File: src/rtl/response_pkg.sv
// Shared constants for the processor response path: word width, FIFO depth,
// source count, occupancy-counter width and the grant-index width.
// No ports; imported by the arbiter, the response FIFO and the sources.
package response_pkg;

  localparam int NUM_REQ    = 4;
  localparam int WORD_SIZE  = 45;
  localparam int FIFO_DEPTH = 21;
  localparam int CNT_W      = 5;
  localparam int GNT_W      = (NUM_REQ > 1) ? $clog2(NUM_REQ) : 1;

  // Index reached by stepping 'off' places past 'base' on a ring of n slots.
  function automatic int rr_wrap(input int base, input int off, input int n);
    return (base + off) % n;
  endfunction

endpackage

File: src/rtl/response_fifo_arbiter_rr.sv
// Round-robin grant search: scans req_valid starting one past last_ptr,
// wrapping, and grants the first valid source when has_space is high.
// Latency: purely combinational. Backpressure: has_space low blocks all grants.
// Ports:
//   req_valid  in  NREQ   per-source request
//   last_ptr   in  IDX_W  index of the previously granted source
//   has_space  in  1      downstream room for one more word
//   grant      out NREQ   one-hot grant, or zero
//   grant_idx  out IDX_W  encoded index of the grant (0 when no grant)
module rr_arbiter
  import response_pkg::*;
#(
  parameter int NREQ  = 4,
  parameter int IDX_W = 2
) (
  input  logic [NREQ-1:0]  req_valid,
  input  logic [IDX_W-1:0] last_ptr,
  input  logic             has_space,
  output logic [NREQ-1:0]  grant,
  output logic [IDX_W-1:0] grant_idx
);

  logic             found;
  logic [IDX_W-1:0] cand;

  // Offset NREQ lands back on last_ptr itself, so a lone requester that was
  // also the last winner still gets served every cycle.
  always_comb begin
    grant     = '0;
    grant_idx = '0;
    found     = 1'b0;
    cand      = '0;
    for (int k = 1; k <= NREQ; k++) begin
      cand = IDX_W'(rr_wrap(int'(last_ptr), k, NREQ));
      if (!found && has_space && req_valid[cand]) begin
        grant[cand] = 1'b1;
        grant_idx   = cand;
        found       = 1'b1;
      end
    end
  end

endmodule

File: src/rtl/response_fifo_arbiter.sv
// Shares the response FIFO among NUM_REQ sources: round-robin pick of one
// valid source per cycle, word registered once before the FIFO write port.
// Latency: accept in cycle N -> fifo_write_enable/fifo_data_in in cycle N+1.
// Backpressure: own occupancy counter (reserved at accept) gates req_ready
// when FIFO_DEPTH entries are held; no same-cycle pop bypass.
// Ports:
//   clk, reset          clock; synchronous active-high reset
//   req_valid/req_data  per-source word offer (source i at [i*WORD_SIZE +: WORD_SIZE])
//   req_ready           one-hot grant for this cycle (zero in reset)
//   fifo_write_enable   registered write strobe
//   fifo_data_in        registered write word
//   fifo_read_enable    consumer pop, as seen by the FIFO
//   occupancy           accepted minus popped entries
//   grant_id            index of the last accepted source
//   underflow_err       sticky: pop seen with occupancy 0
module response_fifo_arbiter #(
  parameter int NUM_REQ    = response_pkg::NUM_REQ,
  parameter int WORD_SIZE  = response_pkg::WORD_SIZE,
  parameter int FIFO_DEPTH = response_pkg::FIFO_DEPTH,
  parameter int CNT_W      = response_pkg::CNT_W,
  localparam int ID_W      = (NUM_REQ > 1) ? $clog2(NUM_REQ) : 1
) (
  input  logic                         clk,
  input  logic                         reset,
  input  logic [NUM_REQ-1:0]           req_valid,
  input  logic [NUM_REQ*WORD_SIZE-1:0] req_data,
  output logic [NUM_REQ-1:0]           req_ready,
  output logic                         fifo_write_enable,
  output logic [WORD_SIZE-1:0]         fifo_data_in,
  input  logic                         fifo_read_enable,
  output logic [CNT_W-1:0]             occupancy,
  output logic [ID_W-1:0]              grant_id,
  output logic                         underflow_err
);

  logic [ID_W-1:0]      last_ptr;
  logic                 has_space;
  logic [NUM_REQ-1:0]   grant;
  logic [ID_W-1:0]      grant_idx;
  logic                 accept;
  logic                 pop_ok;
  logic [WORD_SIZE-1:0] sel_word;

  // Compared against the registered count only, so a pop frees a slot one
  // cycle later; this keeps req_ready off the consumer's timing path.
  assign has_space = (occupancy < CNT_W'(FIFO_DEPTH));

  rr_arbiter #(
    .NREQ  (NUM_REQ),
    .IDX_W (ID_W)
  ) u_rr (
    .req_valid (req_valid),
    .last_ptr  (last_ptr),
    .has_space (has_space),
    .grant     (grant),
    .grant_idx (grant_idx)
  );

  assign req_ready = reset ? '0 : grant;
  assign accept    = |(req_valid & req_ready);
  // A pop against an empty count is not a real entry leaving.
  assign pop_ok    = fifo_read_enable && (occupancy != '0);

  always_comb begin
    sel_word = '0;
    for (int i = 0; i < NUM_REQ; i++) begin
      if (grant_idx == ID_W'(i)) begin
        sel_word = req_data[i*WORD_SIZE +: WORD_SIZE];
      end
    end
  end

  always_ff @(posedge clk) begin
    if (reset) begin
      fifo_write_enable <= 1'b0;
      fifo_data_in      <= '0;
      occupancy         <= '0;
      grant_id          <= '0;
      underflow_err     <= 1'b0;
      // Points at the last slot so the first search starts at source 0.
      last_ptr          <= ID_W'(NUM_REQ - 1);
    end else begin
      fifo_write_enable <= accept;
      if (accept) begin
        fifo_data_in <= sel_word;
        grant_id     <= grant_idx;
        last_ptr     <= grant_idx;
      end
      case ({accept, pop_ok})
        2'b10:   occupancy <= occupancy + 1'b1;
        2'b01:   occupancy <= occupancy - 1'b1;
        default: occupancy <= occupancy;
      endcase
      if (fifo_read_enable && (occupancy == '0)) begin
        underflow_err <= 1'b1;
      end
    end
  end

endmodule

File: config.mk
export PLATFORM = sky130hd
export DESIGN_NAME = response_fifo_arbiter
export DESIGN_NICKNAME = d
export VERILOG_FILES = /design/src/rtl/response_pkg.sv /design/src/rtl/response_fifo_arbiter_rr.sv /design/src/rtl/response_fifo_arbiter.sv
export SDC_FILE = /design/constraint.sdc
export NUM_CORES = 1
export LEC_CHECK = 0
export ABC_AREA = 1
export ABC_CLOCK_PERIOD_IN_PS = 3900
export CAP_MARGIN = 20
export CORE_AREA = 2 2 96 98
export CTS_BUF_LIST = sky130_fd_sc_hd__clkbuf_4
export CTS_CLUSTER_DIAMETER = 150
export DETAILED_ROUTE_END_ITERATION = 6
export DIE_AREA = 0 0 98 100
export DONT_BUFFER_PORTS = 1
export PLACE_DENSITY = 0.57
export SETUP_SLACK_MARGIN = 0.1
export SYNTH_ARGS = -nofsm -noshare
export SYNTH_HDL_FRONTEND = slang
export SYNTH_SLANG_ARGS = --single-unit
File: constraint.sdc
create_clock -name clk -period 3.9 [get_ports clk]
set_clock_uncertainty 0.1 [all_clocks]
set_input_delay 0.78 -clock clk [delete_from_list [all_inputs] [get_ports clk]]
set_output_delay 0.78 -clock clk [all_outputs]
set_load 0.01 [all_outputs]
Yosys cells after proc, flatten, opt, wreduce, memory -nomap -nowiden. Cells that the tools add are included.

Add/subtract/negate cells: 6. $mul: 0. Div/mod/pow operators: 0. Magnitude comparators: 9. Equal/unequal tests: 5. Shift-type cells: 0. Multiplexer cells: 33. Bitwise gates (word level): 4. Reduce and logical (&&, ||, !) cells: 21.

Operator list (count): 45-bit two-way mux (4); 4-bit two-way mux (5); 1-bit logical AND (13); 2-bit by 3-bit less-than comparator with 1-bit output (second input constant) (4); 4-bit bitwise OR (3); 1-bit two-way mux (11); 5-bit case mux with 2 select lines (1); 1-bit binary-select mux with 2-bit select (4); 1-bit demux with 2-bit select (4); 2-bit by 1-bit greater-or-equal comparator with 1-bit output (second input constant) (4); 2-bit two-way mux (4); 2-bit == test (second input constant) (3); 5-bit by 1-bit adder with 5-bit output (second input constant) (1); 5-bit zero test (1); 5-bit less-than comparator (second input constant) (1); 5-bit nonzero test (1); 5-bit by 1-bit subtractor with 5-bit output (second input constant) (1); 2-bit by 1-bit adder with 2-bit output (second input constant) (2); 2-bit adder (second input constant) (2); 4-bit bitwise AND (1); 2-bit by 1-bit == test with 1-bit output (second input constant) (2); 4-bit OR reduction (1); 1-bit zero test (3); 2-bit zero test (1); 2-bit nonzero test (1).

Register bits after elaboration: 56. Latch bits: 0. Bits in writable memories: 0. Bits in read-only memories: 0. Input port bits: 187. Output and inout port bits: 58. Word-level logic and storage cells: 84. Memories: 0.

Longest topological paths before layout. Gate-level depths: netlist of the first run.

Depth after elaboration: 22. Depth in mapped cells: 22. Mapped depth without buffers: 21.

Cells and area by module. A second synthesis of the first run with hierarchy kept.

Cell total of the unflattened synthesis: 622. Area, all modules: 3856.2 um2.

By module, submodules not included: response_fifo_arbiter (times used 1, cells an instance 539, area an instance 3359.5 um2, sequential area each 1121.1 um2); rr_arbiter (times used 1, cells an instance 83, area an instance 496.7 um2, sequential area each 0.0 um2).

Worst setup path before layout of the first run. No wires, ideal clock.

Kind: register to register. Start: register last_ptr[1]. End: register occupancy[4]. Setup time: 0.119 ns. Data arrival time: 3.217 ns. Setup slack: 0.464 ns. Stages on the path, launching flop included: 21. Buffers on the path: 0. Clock period less this slack: 3.436 ns. Cell sequence: dfxtp_1 > inv_1 > ha_1 > inv_1 > nand3_2 > nand2_2 > nand3_4 > nor2_2 > nand2_1 > nand3_1 > nand3_1 > nand2_1 > nor2_1 > ha_1 > fa_1 > a21o_1 > a21oi_1 > o21ai_0 > a21o_1 > o21ai_0 > a21oi_1.

Cells in the longest elaborated chain, start to end: 22.

RTL lines: from (decl) (line response_fifo_arbiter.sv:36) `logic [ID_W-1:0] last_ptr;`; from (signal assigned) (line response_fifo_arbiter.sv:81) `last_ptr <= ID_W'(NUM_REQ - 1);`; from (signal assigned) (line response_fifo_arbiter.sv:87) `last_ptr <= grant_idx;`; branches (longest 16 deep; another with 2-bit by 3-bit less-than comparator with 1-bit output); 4-bit two-way mux * (line response_fifo_arbiter_rr.sv:35) `if (!found && has_space && req_valid[cand]) begin`; 4-bit two-way mux * (line response_fifo_arbiter.sv:59) `assign req_ready = reset ? '0 : grant;`; 4-bit bitwise AND * (line response_fifo_arbiter.sv:60) `assign accept = |(req_valid & req_ready);`; 4-bit OR reduction * (line response_fifo_arbiter.sv:60); 2-bit by 1-bit == test with 1-bit output / 2-bit == test (equally long branches) (line response_fifo_arbiter.sv:89) `case ({accept, pop_ok})`; 5-bit case mux with 2 select lines / 2-bit nonzero test (equally long branches); to (signal assigned) (line response_fifo_arbiter.sv:90) `2'b10: occupancy <= occupancy + 1'b1;`; to (signal assigned) (line response_fifo_arbiter.sv:91) `2'b01: occupancy <= occupancy - 1'b1;`; to (signal assigned) (line response_fifo_arbiter.sv:92) `default: occupancy <= occupancy;`; to (decl) (line response_fifo_arbiter.sv:31) `output logic [CNT_W-1:0] occupancy,`.

Mark *: on every way between the ends. The select of a mux whose other input is x is not followed. A chain may end at the register's enable or synchronous reset.

Worst setup path after layout of the first run.
Start: register last_ptr[0]. End: register occupancy[4].

The elaborated chain is that of the path after synthesis.

==> flow_summary_export.csv, run 1 <==
group,metric,value,unit
run_status,outcome,"complete, no violations",
clock_network,post-cts-setup-buffer-count,0,
power_and_ir_drop,irDropWorstVdd,0.412,mV
placement,place_worst_setup_slack,323,ps
placement,dp_hpwl,9.27,mm
clock_network,clock-sinks,56,
yosys,ys_async_sr_fraction,0,
yosys,synth_top_family_by_area,"simple AND/OR/NAND/NOR gates",
timing,rsz0062_at_grt,"no",
worst_setup_path,r2r-start,"last_ptr[0]",
global_route,grt_max_degree,63,
yosys,synthMuxAreaShare,0,
power_and_ir_drop,p_int,0.00164,W
timing,max_freq,287,MHz
flow_run,cap_violations,0,
global_route,grt_pass1_vias,3698,
power_and_ir_drop,p_leak,1.82,nW
timing,fin_crit_sh,0.894,
timing,final_max_slew_viol_count,0,
power_and_ir_drop,power.switching,0.00221,W
finish,fin_nets,795,
worst_setup_path,crit_chain,"inv_4, ha_1, inv_1, nand3_2, nand2_2, nand3_4, nor2_2, nand2_1, nand3_1, nand3_1, nand2_1, nor2_2, ha_2, fa_1, a21o_1, a21oi_1, o21ai_0, a21o_1, o21ai_0, a21oi_1",
timing,worst_pin_slew,858,ps
yosys,synth_xor_area_frac,0.00447,
yosys,syn_area,3920,um^2
worst_setup_path,cpPeakStageDelay,410,ps
finish,final-seq-area,1120,um^2
global_route,grt_use_total,0.231,
global_route,antenna_found_initial,1,
worst_setup_path,critical_path_depth,20,
yosys,synth_compound_area_frac,0.0339,
min_path,min_from,"reset",
yosys,synth_nets,821,
min_path,hold_class,"in2reg",
clock_network,cts_tree,"built",
worst_setup_path,r2r_end,"occupancy[4]",
routing,route.final.wire_length,12.4,mm
floorplanning,dieArea,9800,um^2
worst_setup_path,crit_family,"simple AND/OR/NAND/NOR gates",
clock_network,cts_max_level,2,
yosys,yosys.area_share.simple,0.536,
yosys,synth_fa_ha_area_frac,0.0435,
floorplanning,start_util,0.441,
floorplanning,io_pins,245,
yosys,ys_types,31,
timing,hold_violations,0,
routing,wl_per_cell,17.5,um
yosys,synth_flop_cell,"dfxtp_1",
clock_network,cts_hold_buf,0,
yosys,syn_area_per_cell,6.31,um^2
floorplanning,rows,35,
worst_setup_path,worstPathRequired,4090,ps
finish,fillers,955,
clock_network,cts.path.max_buffers,2,
routing,drc_errors,0,
power_and_ir_drop,pwr-share-comb,0.686,
routing,dr_total_vias,4136,
floorplanning,fp.coreArea,8890,um^2
timing,relSlewSlack,0.427,
timing,setup_ws,415,ps
clock_network,insertion_delay,370,ps
clock_network,cts_root_buf,"clkbuf_4",
timing,finalSetupViolCount,0,
yosys,ys_ff_latch,56,
floorplanning,die_w,98,um
worst_setup_path,critical_path.max_fanout,10,
worst_setup_path,cp.arrival,3670,ps
worst_setup_path,reg2regPathDepth,20,
global_route,grt_pass1_wl,18.4,mm
placement,gp_congestion,0.936,
power_and_ir_drop,p_clk_frac,0.066,
worst_setup_path,critPathSlowestCell,"fa_1",
min_path,min_to,"underflow_err",
worst_setup_path,cp.buffers_inverters,2,
finish,area_growth,0.192,%
power_and_ir_drop,p_per_area,983,nW/um^2
yosys,synth_cells,621,
clock_network,cts_inserted_buffers,5,
power_and_ir_drop,p_sw_frac,0.574,
routing,drtPass1Iterations,4,
placement,io_buffers,0,
finish,drive_gt1_frac,0.0688,
timing,period_minus_slack,3480,ps
worst_setup_path,cp-start-kind,"flop",
finish,multi_input_area,2430,um^2
min_path,hold_depth,1,
timing,timing.setup.tns,0,ps
worst_setup_path,crit_type,"reg2reg",
worst_setup_path,critPathCaptureType,"flop",
floorplanning,die_y,100,um
clock_network,clkTransAtPathRegs,160,ps
yosys,synth-edff-count,0,
routing,drt-initial-drc-count,111,
routing,antenna_left,0,
yosys,ys_seq_area_frac,0.286,
power_and_ir_drop,power_frac_seq,0.248,
routing,routed_via_density,5.84,
yosys,yosys_warnings,0,
global_route,overflow,0,
worst_setup_path,reg2reg_slack,420,ps
==> Yosys cell counts (2+ instances only) <==
library cell / number / area (um^2)
nand2_1: 232 / 871
nand3_1: 144 / 721
dfxtp_1: 56 / 1120
nand4_1: 46 / 288
inv_1: 24 / 90.1
buf_2: 22 / 110
nor2_1: 18 / 67.6
buf_4: 12 / 90.1
ha_1: 12 / 150
a21oi_1: 8 / 40.0
o21ai_0: 8 / 40.0
buf_6: 5 / 56.3
nand2_2: 5 / 31.3
inv_2: 4 / 15.0
a21o_1: 3 / 22.5
nor2_4: 3 / 33.8
o21ai_1: 3 / 15.0
nand3_2: 2 / 20.0
nor2_2: 2 / 12.5
==> metrics by stage <==
stage / std cells / utilization / power (W) / area [um^2] / hold slack, ps
3_3_place_gp: 699 / 0.434 / 0.00354 / 3860 / 387
6_report: 708 / 0.441 / 0.00386 / 3920 / 351
4_1_cts: 707 / 0.440 / 0.00388 / 3920 / 327
5_1_grt: 708 / 0.441 / 0.00426 / 3920 / 313
3_5_place_dp: 699 / 0.434 / 0.00362 / 3860 / 389
2_1_floorplan: 621 / - / 0.00319 / 3920 / 369
==> sequential cells by signal (all words and copies together) (netlist names) <==
name	count
underflow_err	1
fifo_data_in	45
last_ptr	2
grant_id	2
fifo_write_enable	1
occupancy	5
==> power groups by stage <==
stage                     clock network (W)  logic [W]  registers [W]
after floorplan                           0    0.00227       0.000921
after CTS                          0.000271    0.00266       0.000956
after global routing               0.000291    0.00299       0.000976
after detailed placement                  0    0.00265       0.000969
after global placement                    0    0.00257       0.000971
final                              0.000254    0.00265       0.000955
==> final cells by class <==
| class | instances | area share |
|---|---|---|
| multi-input combinational | 495 | 0.620 |
| sequential | 56 | 0.286 |
| tap | 111 | 0.0354 |
| inverter | 29 | 0.0284 |
| timing repair buffer | 8 | 0.0153 |
| clock buffer | 6 | 0.0115 |
| clock inverter | 2 | 0.00287 |
| antenna | 1 | 0.000638 |
==> worst max-delay path by stage <==
stage	from	end
after floorplan	last_ptr[1]	occupancy[4]
after global placement	req_valid[2]	occupancy[4]
after detailed placement	last_ptr[1]	occupancy[4]
after CTS	last_ptr[1]	occupancy[4]
after global routing	last_ptr[0]	occupancy[4]
final	last_ptr[0]	occupancy[4]
==> layer usage <==
metal	vias up	track usage	wire length (um)
met4	0	0.0748	272
met2	200	0.427	6290
met5	-	0	0
met3	19	0.0592	987
li1	2026	-	-
met1	1891	0.259	4820
==> logic make-up (layout without fill, tap and decap cells) <==
| logic type | count (synthesis) | after routing |
|---|---|---|
| AO/OA/AOI/OAI | 24 | 24 |
| XOR/XNOR | 2 | 2 |
| adder cells (fa/ha/maj) | 13 | 13 |
| buffers and inverters | 70 | 45 |
| flip-flops | 56 | 56 |
| other | 0 | 1 |
| AND/OR/NAND/NOR | 456 | 456 |
==> layout by cell type, fill, tap and decap left out, types with 2 or more instances in the layout <==
cell type and instances:
inv_1 23, a21oi_1 8, nand4_1 46, o21ai_1 3, nor2_1 17, buf_4 8
o21ai_0 8, dfxtp_1 55, a21o_1 3, nand2_2 5, clkbuf_4 6, inv_2 5
nand2_1 232, nand3_1 144, ha_1 11, nor2_2 3, nor2_4 3, nand3_2 2
==> what timing repair did <==
item | CTS | global route
endpoints found under the setup margin | 0 | 2
hold endpoints to repair | 0 | 0
gates resized for setup | 0 | 4
No activity file was read; power rests on OpenSTA's default activity.
==> inputs of run 2 (changes only) <==
--- a/config.mk
+++ b/config.mk
@@ -11,10 +11,12 @@
 export CORE_AREA = 2 2 96 98
 export CTS_BUF_LIST = sky130_fd_sc_hd__clkbuf_4
 export CTS_CLUSTER_DIAMETER = 150
+export CTS_CLUSTER_SIZE = 24
 export DETAILED_ROUTE_END_ITERATION = 6
 export DIE_AREA = 0 0 98 100
 export DONT_BUFFER_PORTS = 1
 export PLACE_DENSITY = 0.57
+export REMOVE_ABC_BUFFERS = 1
 export SETUP_SLACK_MARGIN = 0.1
 export SYNTH_ARGS = -nofsm -noshare
 export SYNTH_HDL_FRONTEND = slang
==> run 2 against run 1 <==
Net effect:
- die area stayed put
- first-iteration DRC count increased by 77%
- total power up 3.6%
- sequential cell count stayed put
- routed wire length down 2.5%
- global-route usage decreased by 0.15 points
- combinational power about the same
- critical path depth increased by 1
- critical endpoint unchanged
- largest power group unchanged
- largest cell class unchanged
- sequential power about the same
- fmax decreased by 0.70%
- non-clock buffer count grew 1
==> flow_summary_export.csv, run 2 (synthesis gave the netlist of run 1 again) <==
group,metric,value,unit
power_and_ir_drop,power,0.00399,W
placement,place_worst_setup_slack,252,ps
routing,route.final.wire_length,12.1,mm
timing,hold_violations,0,
floorplanning,die_w,98,um
clock_network,cts_hold_buf,0,
global_route,grt_pass1_wl,18.4,mm
power_and_ir_drop,power.switching,0.00222,W
run_status,outcome,"complete, no violations",
global_route,grt_pass1_vias,3609,
clock_network,clock-sinks,56,
placement,dp_hpwl,8.93,mm
routing,dr_total_vias,4065,
global_route,overflow,0,
floorplanning,start_util,0.441,
worst_setup_path,cp-start-kind,"flop",
min_path,hold_class,"in2reg",
timing,period_minus_slack,3510,ps
flow_run,cap_violations,0,
timing,fin_crit_sh,0.900,
floorplanning,dieArea,9800,um^2
worst_setup_path,crit_chain,"inv_4, ha_1, inv_1, nand3_2, nand2_2, inv_2, nand2_2, nor2_1, nor2_1, nand3_1, nand3_1, nand2_1, nor2_2, ha_2, ha_1, a21o_1, a21oi_1, o21ai_0, a21o_1, o21ai_0, a21oi_1",
clock_network,cts.path.max_buffers,2,
floorplanning,rows,35,
worst_setup_path,cpPeakStageDelay,400,ps
routing,antenna_left,0,
global_route,grt_max_degree,61,
worst_setup_path,crit_family,"simple AND/OR/NAND/NOR gates",
floorplanning,fp.coreArea,8890,um^2
finish,final_common_cell,"nand2_1",
clock_network,cts_tree,"built",
timing,setup_ws,391,ps
finish,largest_register_ffs,45,
clock_network,clkTransAtPathRegs,160,ps
placement,io_buffers,0,
clock_network,cts_inserted_buffers,5,
worst_setup_path,worstPathRequired,4090,ps
finish,area_growth,1.57,%
worst_setup_path,cp.arrival,3700,ps
finish,drive_gt1_frac,0.0704,
power_and_ir_drop,p_sw_frac,0.555,
power_and_ir_drop,p_per_area,1000,nW/um^2
global_route,grt_use_total,0.230,
timing,rsz0062_at_grt,"no",
worst_setup_path,critPathSlowestCell,"dfxtp_1",
routing,routed_via_density,5.74,
clock_network,cts_max_level,2,
routing,wl_per_cell,17.0,um
power_and_ir_drop,p_clk_frac,0.097,
timing,relSlewSlack,0.434,
worst_setup_path,critPathCaptureType,"flop",
routing,drc_errors,0,
floorplanning,die_y,100,um
clock_network,cts_root_buf,"clkbuf_4",
finish,fin_nets,796,
worst_setup_path,cp.buffers_inverters,3,
global_route,antenna_found_initial,0,
worst_setup_path,critical_path.max_fanout,10,
floorplanning,io_pins,245,
finish,num_antenna_cells,0,
power_and_ir_drop,power_frac_seq,0.239,
power_and_ir_drop,irDropWorstVdd,0.586,mV
power_and_ir_drop,p_leak,1.85,nW
timing,final_max_slew_viol_count,0,
timing,max_freq,285,MHz
finish,final_cell_mix,"nand2_1, nand3_1, dfxtp_1",
worst_setup_path,crit_type,"reg2reg",
routing,drtPass1Iterations,5,
routing,drt-initial-drc-count,196,
power_and_ir_drop,p_int,0.00178,W
placement,gp_congestion,0.877,
timing,worst_pin_slew,845,ps
power_and_ir_drop,pwr-share-comb,0.664,
finish,regMostFlops,"fifo_data_in",
finish,reg_top3,"fifo_data_in: 45 flops, occupancy: 5 flops",
timing,whs,350,ps
timing,finalSetupViolCount,0,
clock_network,insertion_delay,370,ps
## run 2: power by group through the flow
stage	logic (W)	clock network [W]	registers [W]
after floorplan	0.00195	0	0.000926
after global placement	0.00257	0	0.000971
after detailed placement	0.00263	0	0.000971
after CTS	0.00264	0.000405	0.000958
after global routing	0.00298	0.000425	0.000975
final	0.00265	0.000389	0.000954
## run 2: area by class of cell
class	instances	area, um^2
timing repair buffer	9	67.6
tap	111	139
clock buffer	5	37.5
clock inverter	3	68.8
sequential	56	1120
inverter	29	111
fill	970	4910
multi-input combinational	495	2430
## run 2: layer usage
metal / GRT usage / part of all wire / routed length, um / vias up
met3: 0.0634 / 0.089 / 1070 / 22
met5: 0 / 0 / 0 / -
met1: 0.291 / 0.42 / 5050 / 1833
met4: 0.0887 / 0.029 / 345 / 0
li1: - / - / - / 2025
met2: 0.373 / 0.46 / 5600 / 185
## run 2: repair_timing
| item | CTS | global route |
|---|---|---|
| resized for setup | 0 | 3 |
| setup buffers | 0 | 0 |
| endpoints found under the setup margin | 0 | 1 |
## run 2: path summary, 6_finish.rpt
check | from | to | slack [ps] | cells after the start
setup / recovery | last_ptr[0] | occupancy[4] | 390 | 21
hold / removal | reset | grant_id[0] | 350 | 1
setup reg to reg | last_ptr[0] | occupancy[4] | 390 | 21
hold reg to reg | fifo_data_in[12] | fifo_data_in[12] | 410 | 2
## run 2: stage by stage
stage / util / cells / setup TNS [ps] / instance area [um^2]
after global routing: 0.447 / 708 / 0 / 3980
after floorplan: - / 580 / -17540 / 3650
after CTS: 0.447 / 708 / 0 / 3970
after global placement: 0.435 / 700 / 0 / 3870
final: 0.447 / 708 / 0 / 3980
after detailed placement: 0.435 / 700 / 0 / 3870
